$ cat config.mk
export PLATFORM = sky130hd
export DESIGN_NAME = frame_bram_arbiter
export DESIGN_NICKNAME = d
export VERILOG_FILES = /design/src/rtl/frame_bram_arbiter.sv
export SDC_FILE = /design/constraint.sdc
export NUM_CORES = 1
export LEC_CHECK = 0
export ABC_AREA = 1
export BUFFER_PORTS_ARGS = -buffer_cell sky130_fd_sc_hd__buf_2
export CAP_MARGIN = 20
export CORE_ASPECT_RATIO = 1.5
export CORE_MARGIN = 5
export CORE_UTILIZATION = 53
export DETAILED_ROUTE_END_ITERATION = 8
export PLACE_DENSITY_LB_ADDON = 0.08
export SYNTH_ARGS = -nofsm -noshare
export SYNTH_HDL_FRONTEND = slang
export SYNTH_SLANG_ARGS = --single-unit
$ cat constraint.sdc
create_clock -name clk_in -period 3.1 [get_ports clk_in]
set_clock_uncertainty 0.2 [all_clocks]
set_input_delay 0 -clock clk_in [delete_from_list [all_inputs] [get_ports clk_in]]
set_output_delay 0 -clock clk_in [all_outputs]
set_load 0.01 [all_outputs]
$ cat src/rtl/frame_bram_arbiter.sv
// Frame BRAM arbiter: shares one single-port frame BRAM between the VGA
// reader, the compare read/modify/write engine and a full-frame clear
// sequencer. One access per cycle, registered BRAM drive, tagged read return.
module frame_bram_arbiter #(
    parameter int          ADDR_W        = 17,
    parameter int          DATA_W        = 8,
    parameter int          NUM_PIXELS    = 76800,
    parameter int          READ_LATENCY  = 2,
    parameter int          VGA_BURST_MAX = 4,
    parameter logic [7:0]  CLEAR_VALUE   = 8'h00
) (
    input  logic              clk_in,
    input  logic              rst_in,
    input  logic              vga_req_in,
    input  logic [ADDR_W-1:0] vga_addr_in,
    output logic              vga_grant_out,
    output logic [DATA_W-1:0] vga_rdata_out,
    output logic              vga_rvalid_out,
    input  logic              cmp_req_in,
    input  logic              cmp_we_in,
    input  logic [ADDR_W-1:0] cmp_addr_in,
    input  logic [DATA_W-1:0] cmp_wdata_in,
    output logic              cmp_grant_out,
    output logic [DATA_W-1:0] cmp_rdata_out,
    output logic              cmp_rvalid_out,
    input  logic              clear_start_in,
    output logic              clear_busy_out,
    output logic              clear_done_out,
    output logic [ADDR_W-1:0] bram_addr_out,
    output logic [DATA_W-1:0] bram_din_out,
    output logic              bram_we_out,
    input  logic [DATA_W-1:0] bram_dout_in
);

    localparam int                CNT_W     = $clog2(VGA_BURST_MAX + 1);
    localparam logic [ADDR_W-1:0] LAST_ADDR = ADDR_W'(NUM_PIXELS - 1);

    typedef enum logic [1:0] {ST_IDLE, ST_CLEARING, ST_DONE} state_t;

    state_t              state_q, state_d;
    logic [ADDR_W-1:0]   clr_addr_q, clr_addr_d;
    logic [CNT_W-1:0]    burst_cnt_q, burst_cnt_d;
    logic [ADDR_W-1:0]   bram_addr_q, bram_addr_d;
    logic [DATA_W-1:0]   bram_din_q, bram_din_d;
    logic                bram_we_q, bram_we_d;
    logic                vga_grant_q, vga_grant_d;
    logic                cmp_grant_q, cmp_grant_d;
    // Read issued alongside the registered BRAM address: valid, owner (1 = compare), off-frame.
    logic                iss_vld_q, iss_vld_d;
    logic                iss_cmp_q, iss_cmp_d;
    logic                iss_oor_q, iss_oor_d;
    logic [READ_LATENCY-1:0] pipe_vld_q, pipe_vld_d;
    logic [READ_LATENCY-1:0] pipe_cmp_q, pipe_cmp_d;
    logic [READ_LATENCY-1:0] pipe_oor_q, pipe_oor_d;
    logic [DATA_W-1:0]   vga_hold_q, vga_hold_d;
    logic [DATA_W-1:0]   cmp_hold_q, cmp_hold_d;

    logic                clear_active;
    logic                burst_limit;
    logic                grant_vga, grant_clr, grant_cmp;
    logic                vga_in_range, cmp_in_range;
    logic                tail_vld, tail_cmp, tail_oor;
    logic [DATA_W-1:0]   rd_data;

    assign clear_active = (state_q == ST_CLEARING);
    assign vga_in_range = (vga_addr_in <= LAST_ADDR);
    assign cmp_in_range = (cmp_addr_in <= LAST_ADDR);
    // Compare steals the slot once VGA has used up its burst allowance.
    assign burst_limit  = (burst_cnt_q == CNT_W'(VGA_BURST_MAX)) && cmp_req_in && !clear_active;
    assign grant_vga    = vga_req_in && !burst_limit;
    assign grant_clr    = !grant_vga && clear_active;
    assign grant_cmp    = !grant_vga && !clear_active && cmp_req_in;

    // Arbitration, BRAM drive, burst counting and clear FSM next state.
    always_comb begin
        state_d     = state_q;
        clr_addr_d  = clr_addr_q;
        burst_cnt_d = burst_cnt_q;
        bram_addr_d = bram_addr_q;
        bram_din_d  = bram_din_q;
        bram_we_d   = 1'b0;
        vga_grant_d = 1'b0;
        cmp_grant_d = 1'b0;
        iss_vld_d   = 1'b0;
        iss_cmp_d   = 1'b0;
        iss_oor_d   = 1'b0;

        if (grant_vga) begin
            bram_addr_d = vga_addr_in;
            vga_grant_d = 1'b1;
            iss_vld_d   = 1'b1;
            iss_oor_d   = !vga_in_range;
        end else if (grant_clr) begin
            bram_addr_d = clr_addr_q;
            bram_din_d  = CLEAR_VALUE;
            bram_we_d   = 1'b1;
        end else if (grant_cmp) begin
            bram_addr_d = cmp_addr_in;
            cmp_grant_d = 1'b1;
            if (cmp_we_in) begin
                bram_din_d = cmp_wdata_in;
                bram_we_d  = cmp_in_range;
            end else begin
                iss_vld_d = 1'b1;
                iss_cmp_d = 1'b1;
                iss_oor_d = !cmp_in_range;
            end
        end

        if (grant_cmp || !cmp_req_in) begin
            burst_cnt_d = '0;
        end else if (grant_vga && burst_cnt_q != CNT_W'(VGA_BURST_MAX)) begin
            burst_cnt_d = burst_cnt_q + CNT_W'(1);
        end

        case (state_q)
            ST_IDLE: begin
                if (clear_start_in) begin
                    state_d    = ST_CLEARING;
                    clr_addr_d = '0;
                end
            end
            ST_CLEARING: begin
                if (grant_clr) begin
                    if (clr_addr_q == LAST_ADDR) begin
                        state_d = ST_DONE;
                    end else begin
                        clr_addr_d = clr_addr_q + ADDR_W'(1);
                    end
                end
            end
            ST_DONE: state_d = ST_IDLE;
            default: state_d = ST_IDLE;
        endcase
    end

    // Read-return shift register: stage 0 follows the issued read by one cycle.
    genvar gi;
    generate
        for (gi = 0; gi < READ_LATENCY; gi++) begin : g_pipe
            if (gi == 0) begin : g_head
                assign pipe_vld_d[gi] = iss_vld_q;
                assign pipe_cmp_d[gi] = iss_cmp_q;
                assign pipe_oor_d[gi] = iss_oor_q;
            end else begin : g_shift
                assign pipe_vld_d[gi] = pipe_vld_q[gi-1];
                assign pipe_cmp_d[gi] = pipe_cmp_q[gi-1];
                assign pipe_oor_d[gi] = pipe_oor_q[gi-1];
            end
        end
    endgenerate

    assign tail_vld = pipe_vld_q[READ_LATENCY-1];
    assign tail_cmp = pipe_cmp_q[READ_LATENCY-1];
    assign tail_oor = pipe_oor_q[READ_LATENCY-1];
    assign rd_data  = tail_oor ? '0 : bram_dout_in;

    // Read data is passed through on the valid cycle and held afterwards per owner.
    always_comb begin
        vga_hold_d = vga_hold_q;
        cmp_hold_d = cmp_hold_q;
        if (tail_vld && !tail_cmp) vga_hold_d = rd_data;
        if (tail_vld && tail_cmp)  cmp_hold_d = rd_data;
    end

    assign vga_rvalid_out = tail_vld && !tail_cmp;
    assign cmp_rvalid_out = tail_vld && tail_cmp;
    assign vga_rdata_out  = vga_rvalid_out ? rd_data : vga_hold_q;
    assign cmp_rdata_out  = cmp_rvalid_out ? rd_data : cmp_hold_q;

    // State register; reset drops the clear and every in-flight read.
    always_ff @(posedge clk_in or posedge rst_in) begin
        if (rst_in) begin
            state_q     <= ST_IDLE;
            clr_addr_q  <= '0;
            burst_cnt_q <= '0;
            bram_addr_q <= '0;
            bram_din_q  <= '0;
            bram_we_q   <= 1'b0;
            vga_grant_q <= 1'b0;
            cmp_grant_q <= 1'b0;
            iss_vld_q   <= 1'b0;
            iss_cmp_q   <= 1'b0;
            iss_oor_q   <= 1'b0;
            pipe_vld_q  <= '0;
            pipe_cmp_q  <= '0;
            pipe_oor_q  <= '0;
            vga_hold_q  <= '0;
            cmp_hold_q  <= '0;
        end else begin
            state_q     <= state_d;
            clr_addr_q  <= clr_addr_d;
            burst_cnt_q <= burst_cnt_d;
            bram_addr_q <= bram_addr_d;
            bram_din_q  <= bram_din_d;
            bram_we_q   <= bram_we_d;
            vga_grant_q <= vga_grant_d;
            cmp_grant_q <= cmp_grant_d;
            iss_vld_q   <= iss_vld_d;
            iss_cmp_q   <= iss_cmp_d;
            iss_oor_q   <= iss_oor_d;
            pipe_vld_q  <= pipe_vld_d;
            pipe_cmp_q  <= pipe_cmp_d;
            pipe_oor_q  <= pipe_oor_d;
            vga_hold_q  <= vga_hold_d;
            cmp_hold_q  <= cmp_hold_d;
        end
    end

    assign bram_addr_out  = bram_addr_q;
    assign bram_din_out   = bram_din_q;
    assign bram_we_out    = bram_we_q;
    assign vga_grant_out  = vga_grant_q;
    assign cmp_grant_out  = cmp_grant_q;
    assign clear_busy_out = (state_q == ST_CLEARING);
    assign clear_done_out = (state_q == ST_DONE);

endmodule

=== Yosys cells after proc, flatten, opt, wreduce, memory -nomap -nowiden ===
Index checks and enable logic that the tools add are counted.

* Flip-flop bits (word level): 75
* Input bits: 56
* Output and inout bits: 48
* Logic and storage cells: 92

* Add/sub/neg operators: 2
* $lt $le $gt $ge: 2
* Equality and inequality tests: 9
* Mux-type cells: 36
* Bitwise logic cells: 1
* Reductions and logical operators: 26

{| class="wikitable"
|+ Operator list
! operator !! number
|-
| $mux 17 || 6
|-
| $mux 8 || 6
|-
| $le 17x17->1 const B || 2
|-
| $pmux 17 s2 || 1
|-
| $add 17x1->17 const B || 1
|-
| $eq 17x17->1 const B || 1
|-
| $mux 1 || 17
|-
| $logic_and 1x1->1 || 9
|-
| $reduce_bool 2->1 || 4
|-
| $logic_not 1->1 || 7
|-
| $mux 2 || 3
|-
| $mux 3 || 2
|-
| $reduce_and 3->1 || 2
|-
| $ne 2x1->1 const B || 2
|-
| $ne 2x2->1 const B || 2
|-
| $pmux 2 s2 || 1
|-
| $reduce_and 4->1 || 1
|-
| $add 3x1->3 const B || 1
|-
| $eq 3x3->1 const B || 1
|-
| $ne 3x3->1 const B || 1
|-
| $reduce_bool 3->1 || 1
|-
| $eq 2x1->1 const B || 1
|-
| $eq 2x2->1 const B || 1
|-
| $logic_not 2->1 || 1
|-
| 2 further kinds || 2
|}

=== Longest topological paths before layout ===
* Depth after elaboration: 11
* Gate-level depth with buffers: 12
* Depth with buffers taken out: 11

=== Worst setup path before layout ===
Ideal clock, no wire load.

* Path kind: register -> register
* Start: register burst_cnt_q[0]
* End: register burst_cnt_q[2]
* Library setup time: 0.117 ns
* Data arrival time: 1.351 ns
* Data required time: 2.783 ns
* Slack: 1.432 ns
* Cell stages (with the launch flop): 12
* Path buffers: 1
* Clock period less this slack: 1.668 ns
* Cell sequence: dfrtp_1 > inv_1 > ha_1 > nand2_1 > clkinv_1 > nand3_2 > nand2_4 > buf_4 > nor2_4 > inv_2 > nand3_1 > nand2_1

* Longest elaborated chain between the ends: 10
* Elaborated cells between the ends (all ways): 15
* Classes of those cells: 1 x add/sub; 2 x eq/ne; 2 x mux; 10 x reduce/logical

{| class="wikitable"
|+ Ends and longest elaborated chain
! item !! RTL line !! RTL
|-
| from (decl) || 42 || <nowiki>logic [CNT_W-1:0] burst_cnt_q, burst_cnt_d;</nowiki>
|-
| from (signal assigned) || 193 || <nowiki>burst_cnt_q <= burst_cnt_d;</nowiki>
|-
| $eq 3x3->1 || 69 || <nowiki>assign burst_limit = (burst_cnt_q == CNT_W'(VGA_BURST_MAX)) && cmp_req_in && !clear_active;</nowiki>
|-
| $logic_and 1x1->1 (2 in a row) || 69 ||
|-
| $logic_not 1->1 || 70 || <nowiki>assign grant_vga = vga_req_in && !burst_limit;</nowiki>
|-
| $logic_and 1x1->1 || 70 ||
|-
| $logic_not 1->1 || 72 || <nowiki>assign grant_cmp = !grant_vga && !clear_active && cmp_req_in;</nowiki>
|-
| $logic_and 1x1->1 (2 in a row) || 72 ||
|-
| $logic_or 1x1->1 || 110 || <nowiki>if (grant_cmp || !cmp_req_in) begin</nowiki>
|-
| $mux 3 or $reduce_bool 2->1 (tied branches) || - ||
|}

Parallel ways exist; a longest one is shown, timed or not. The select of a mux whose other input is x is not followed.
A chain may end at the register's enable or synchronous reset.

=== Final worst setup path ===
* Start: register state_q[0]
* End: register bram_addr_q[2] (netlist: bram_addr_out[2])

* Longest elaborated chain between the ends: 9
* Elaborated cells between the ends (all ways): 12
* Classes of those cells: 1 x eq/ne; 2 x mux; 9 x reduce/logical

{| class="wikitable"
|+ Ends and longest elaborated chain
! item !! RTL line !! RTL
|-
| from (decl) || 40 || <nowiki>state_t state_q, state_d;</nowiki>
|-
| from (signal assigned) || 191 || <nowiki>state_q <= state_d;</nowiki>
|-
| $eq 2x1->1 (*) || 65 || <nowiki>assign clear_active = (state_q == ST_CLEARING);</nowiki>
|-
| $logic_not 1->1 || 69, 72 ||
|-
| $logic_and 1x1->1 || 69 ||
|-
| $logic_not 1->1 || 70 ||
|-
| $logic_and 1x1->1 || 70 ||
|-
| $logic_not 1->1 || 71, 72 ||
|-
| $logic_and 1x1->1 (on tied branches) || 71, 72 ||
|-
| $mux 17 or $logic_and 1x1->1 (tied branches) || 93, 72 ||
|-
| $mux 17 or $reduce_bool 3->1 (tied branches) || - ||
|-
| to (signal assigned) || 194 || <nowiki>bram_addr_q <= bram_addr_d;</nowiki>
|-
| to (decl) || 43 || <nowiki>logic [ADDR_W-1:0] bram_addr_q, bram_addr_d;</nowiki>
|}

Every way passes the cells marked *; elsewhere a longest branch is shown, timed or not.

==> key figures <==
Critical path
  – Worst reg-to-reg path cell count: 10
  – Critical R2R Capture: bram_addr_out[2]
  – CP required: 3.15 ns
  – Crit path DAT: around 3.0 ns
  – Startpoint Class: flop
  – RR Startpoint: state_q[0]
  – Worst setup EP type: flop
  – CP startpoint: state_q[0]
  – Worst Path Max Fanout: 24
  – Crit Path Class: reg2reg
  – Crit path capture: bram_addr_out[2]
  – R2r setup slk: 0.18 ns

Final layout
  – Antenna diode count: 0
  – Layout cell share with drive strength beyond 1: 23.3%
  – Commonest non-fill, non-tap cell in the layout: nand2_1
  – Synth-to-Final Area Change: 36.3%
  – NumNets Final: 724
  – Leading cell types in the layout, fill and taps excluded: 141 x nand2_1, 103 x buf_2, 75 x dfrtp_1
  – Fillcell total: 586

Logic synthesis
  – Post-synthesis sequential element count: 75
  – Yosys cell types: 31
  – Post-Syn Area: 0.00392 mm^2
  – Mapped Cells: 501
  – Sequential fraction of the synthesis area: 47.8%
  – Syn Area/Cell: around 7.8 um^2
  – Warning count from the yosys run: 0
  – Post-Syn Nets: 560

Die
  – Initial Utilization: between 50 and 60%
  – Row Count: 38
  – Die Height: ~120 um
  – Core footprint: 0.00723 mm^2
  – Die Footprint: 0.00926 mm^2
  – Die X: 80.2 um
  – # IOs: 104

Timing
  – Slew headroom: around half
  – Min cycle time layout: 2.92 ns
  – Worst slew pin tran: 0.721 ns
  – Final-report max-slew violation count: 0
  – Fmax: 343 MHz
  – RSZ-0062 raised after global routing: no
  – Crit share post-route: between 90 and 100%
  – Final hold vios: 0
  – TNS Setup: 0 ns
  – Count of final setup violators: 0

Clocking
  – H-tree Lvls: 3
  – CTS buffer count: 9
  – CTS Root Buffer Type: clkbuf_8
  – CTS tree: yes
  – Skew-Pair Late Insertion Delay: 0.35 ns
  – Clock Path Buffers: 2
  – Clock Pin Slew Worst Setup and Hold Paths: 0.08 ns
  – Post-CTS Setup Bufs: 0
  – Clock sink total: 75

Detailed routing
  – DR vias/cell: 5.16
  – Total wire length: 11200 um
  – DRT antenna net count: 0
  – Via count: 3977
  – DRC viols: 0
  – Routed wire per std cell: 14.5 um
  – Pre-antenna DRT Iters: 5
  – Initial drt markers: 237

Global route
  – Gr ovfl total: 0
  – Total GRT Usage: 26.0%
  – Largest net degree at the start of global routing: 35
  – Vias in the first global route: 4012
  – Global-route wire length before repair: 18500 um
  – Initial antenna violation count: 0

Worst hold path
  – Worst min path class: in2async

Power and ir drop
  – Pwr/cell area: 527 mW/mm^2
  – Worst vdd ir: about 0.36 mV
  – PnR Total Power: 0.00282 W
  – Lkg Pwr: 2.83 nW

Outcome
  – Status: finished, final reports clean

Place
  – Detail Placement HPWL: 7580 um
  – Routability cong.: 0.984
  – I/O Buffers: about 100

Job
  – Maxcap violations: 0
-- routing by layer --
metal	routed length, um	track usage [%]	up-vias
met5	0	0	-
met4	505	15.0	0
met3	575	5.88	41
met2	6090	47.3	140
met1	4030	27.0	1867
li1	-	-	1929
-- kinds of logic after synthesis --
logic type | Yosys count | synth area share (%)
adders and majority gates | 3 | 0.957
and+or+nand+nor | 268 | 29.7
DFF | 75 | 47.8
buffers and inverters | 78 | 8.87
AOI/OAI and AO/OA | 66 | 9.63
muxes | 8 | 2.30
xor gates and xnor gates | 3 | 0.670
-- critical path, cell delays in order (launching register included) --
cell and delay [ns]:
dfrtp_1 0.46, nand2_4 0.27, nand3_2 0.18, nand2_8 0.20
inv_6 0.10, nand2_1 0.07, nand2_1 0.04, dlygate4sd3_1 0.55
o21bai_1 0.12, dlygate4sd3_1 0.57, inv_1 0.04
-- stage by stage --
| step | setup WS, ns | hold WS, ns | util, % | cell area, um^2 | std cells |
|---|---|---|---|---|---|
| 2_1_floorplan | 0.990 | -0.122 | - | 3920 | 501 |
| 3_3_place_gp | 1.07 | -0.0524 | 61.9 | 4470 | 690 |
| 3_5_place_dp | 1.03 | -0.0469 | 61.9 | 4470 | 690 |
| 4_1_cts | 0.118 | 0.117 | 73.8 | 5340 | 770 |
| 5_1_grt | 0.00582 | 0.162 | 74.0 | 5350 | 770 |
| 6_report | 0.181 | 0.114 | 74.0 | 5350 | 770 |
-- report_power, final --
part,total [W],switching (W),leakage (nW),internal [W]
combinational,0.000771,0.000438,1.75,0.000333
clock,0.000820,0.000360,0.116,0.000460
sequential,0.00123,0.0000966,0.957,0.00113
total,0.00282,0.000895,2.83,0.00192
-- how the worst min path moves through the flow --
stage,from,endpoint
after floorplan,cmp_we_in,iss_cmp_q
after global placement,rst_in,bram_we_out
after detailed placement,rst_in,vga_hold_q[7]
after CTS,rst_in,bram_we_out
after global routing,pipe_cmp_q[0],pipe_cmp_q[1]
final,rst_in,bram_we_out
-- Yosys cell counts --
master,number,share of area [%]
a21oi_1,4,0.51
a21oi_2,1,0.22
buf_2,9,1.1
buf_4,3,0.57
buf_6,4,1.1
clkbuf_1,2,0.19
clkinv_1,2,0.19
dfrtp_1,75,48
ha_1,3,0.96
inv_1,50,4.8
inv_2,7,0.67
inv_4,1,0.16
mux2_2,8,2.3
nand2_1,141,13
nand2_2,3,0.48
nand2_4,3,0.86
nand3_1,50,6.4
nand3_2,2,0.51
nand3b_1,1,0.19
nand4_1,7,1.1
nor2_1,52,5.0
nor2_2,1,0.16
nor2_4,3,0.86
nor3_1,3,0.38
o21ai_0,15,1.9
o21ai_1,29,3.7
o21ai_2,1,0.22
o21bai_1,15,2.9
o31ai_1,1,0.19
or2_2,2,0.32
xor2_1,3,0.67
-- timing repair --
| item | CTS | global route |
|---|---|---|
| setup endpoints to repair | 0 | 4 |
| gates resized for setup | 0 | 2 |
| endpoints found under the hold margin | 85 | 0 |
| hold buffers | 64 | 0 |
-- sequential cells by signal, indices dropped and copies added, names as in the netlist, 2 cells and up --
register,count
bram_addr_out,17
clr_addr_q,17
bram_din_out,8
cmp_hold_q,8
vga_hold_q,8
burst_cnt_q,3
pipe_cmp_q,2
pipe_oor_q,2
pipe_vld_q,2
state_q,2
-- final cells by class --
type | count | area [um^2] | area share (%)
timing repair buffer | 171 | 1190 | 22.2
sequential | 75 | 1880 | 35.1
clock inverter | 3 | 43.8 | 0.819
inverter | 60 | 230 | 4.31
tap | 100 | 125 | 2.34
multi-input combinational | 348 | 1710 | 31.9
clock buffer | 13 | 179 | 3.35
No activity file was read; power rests on OpenSTA's default activity.
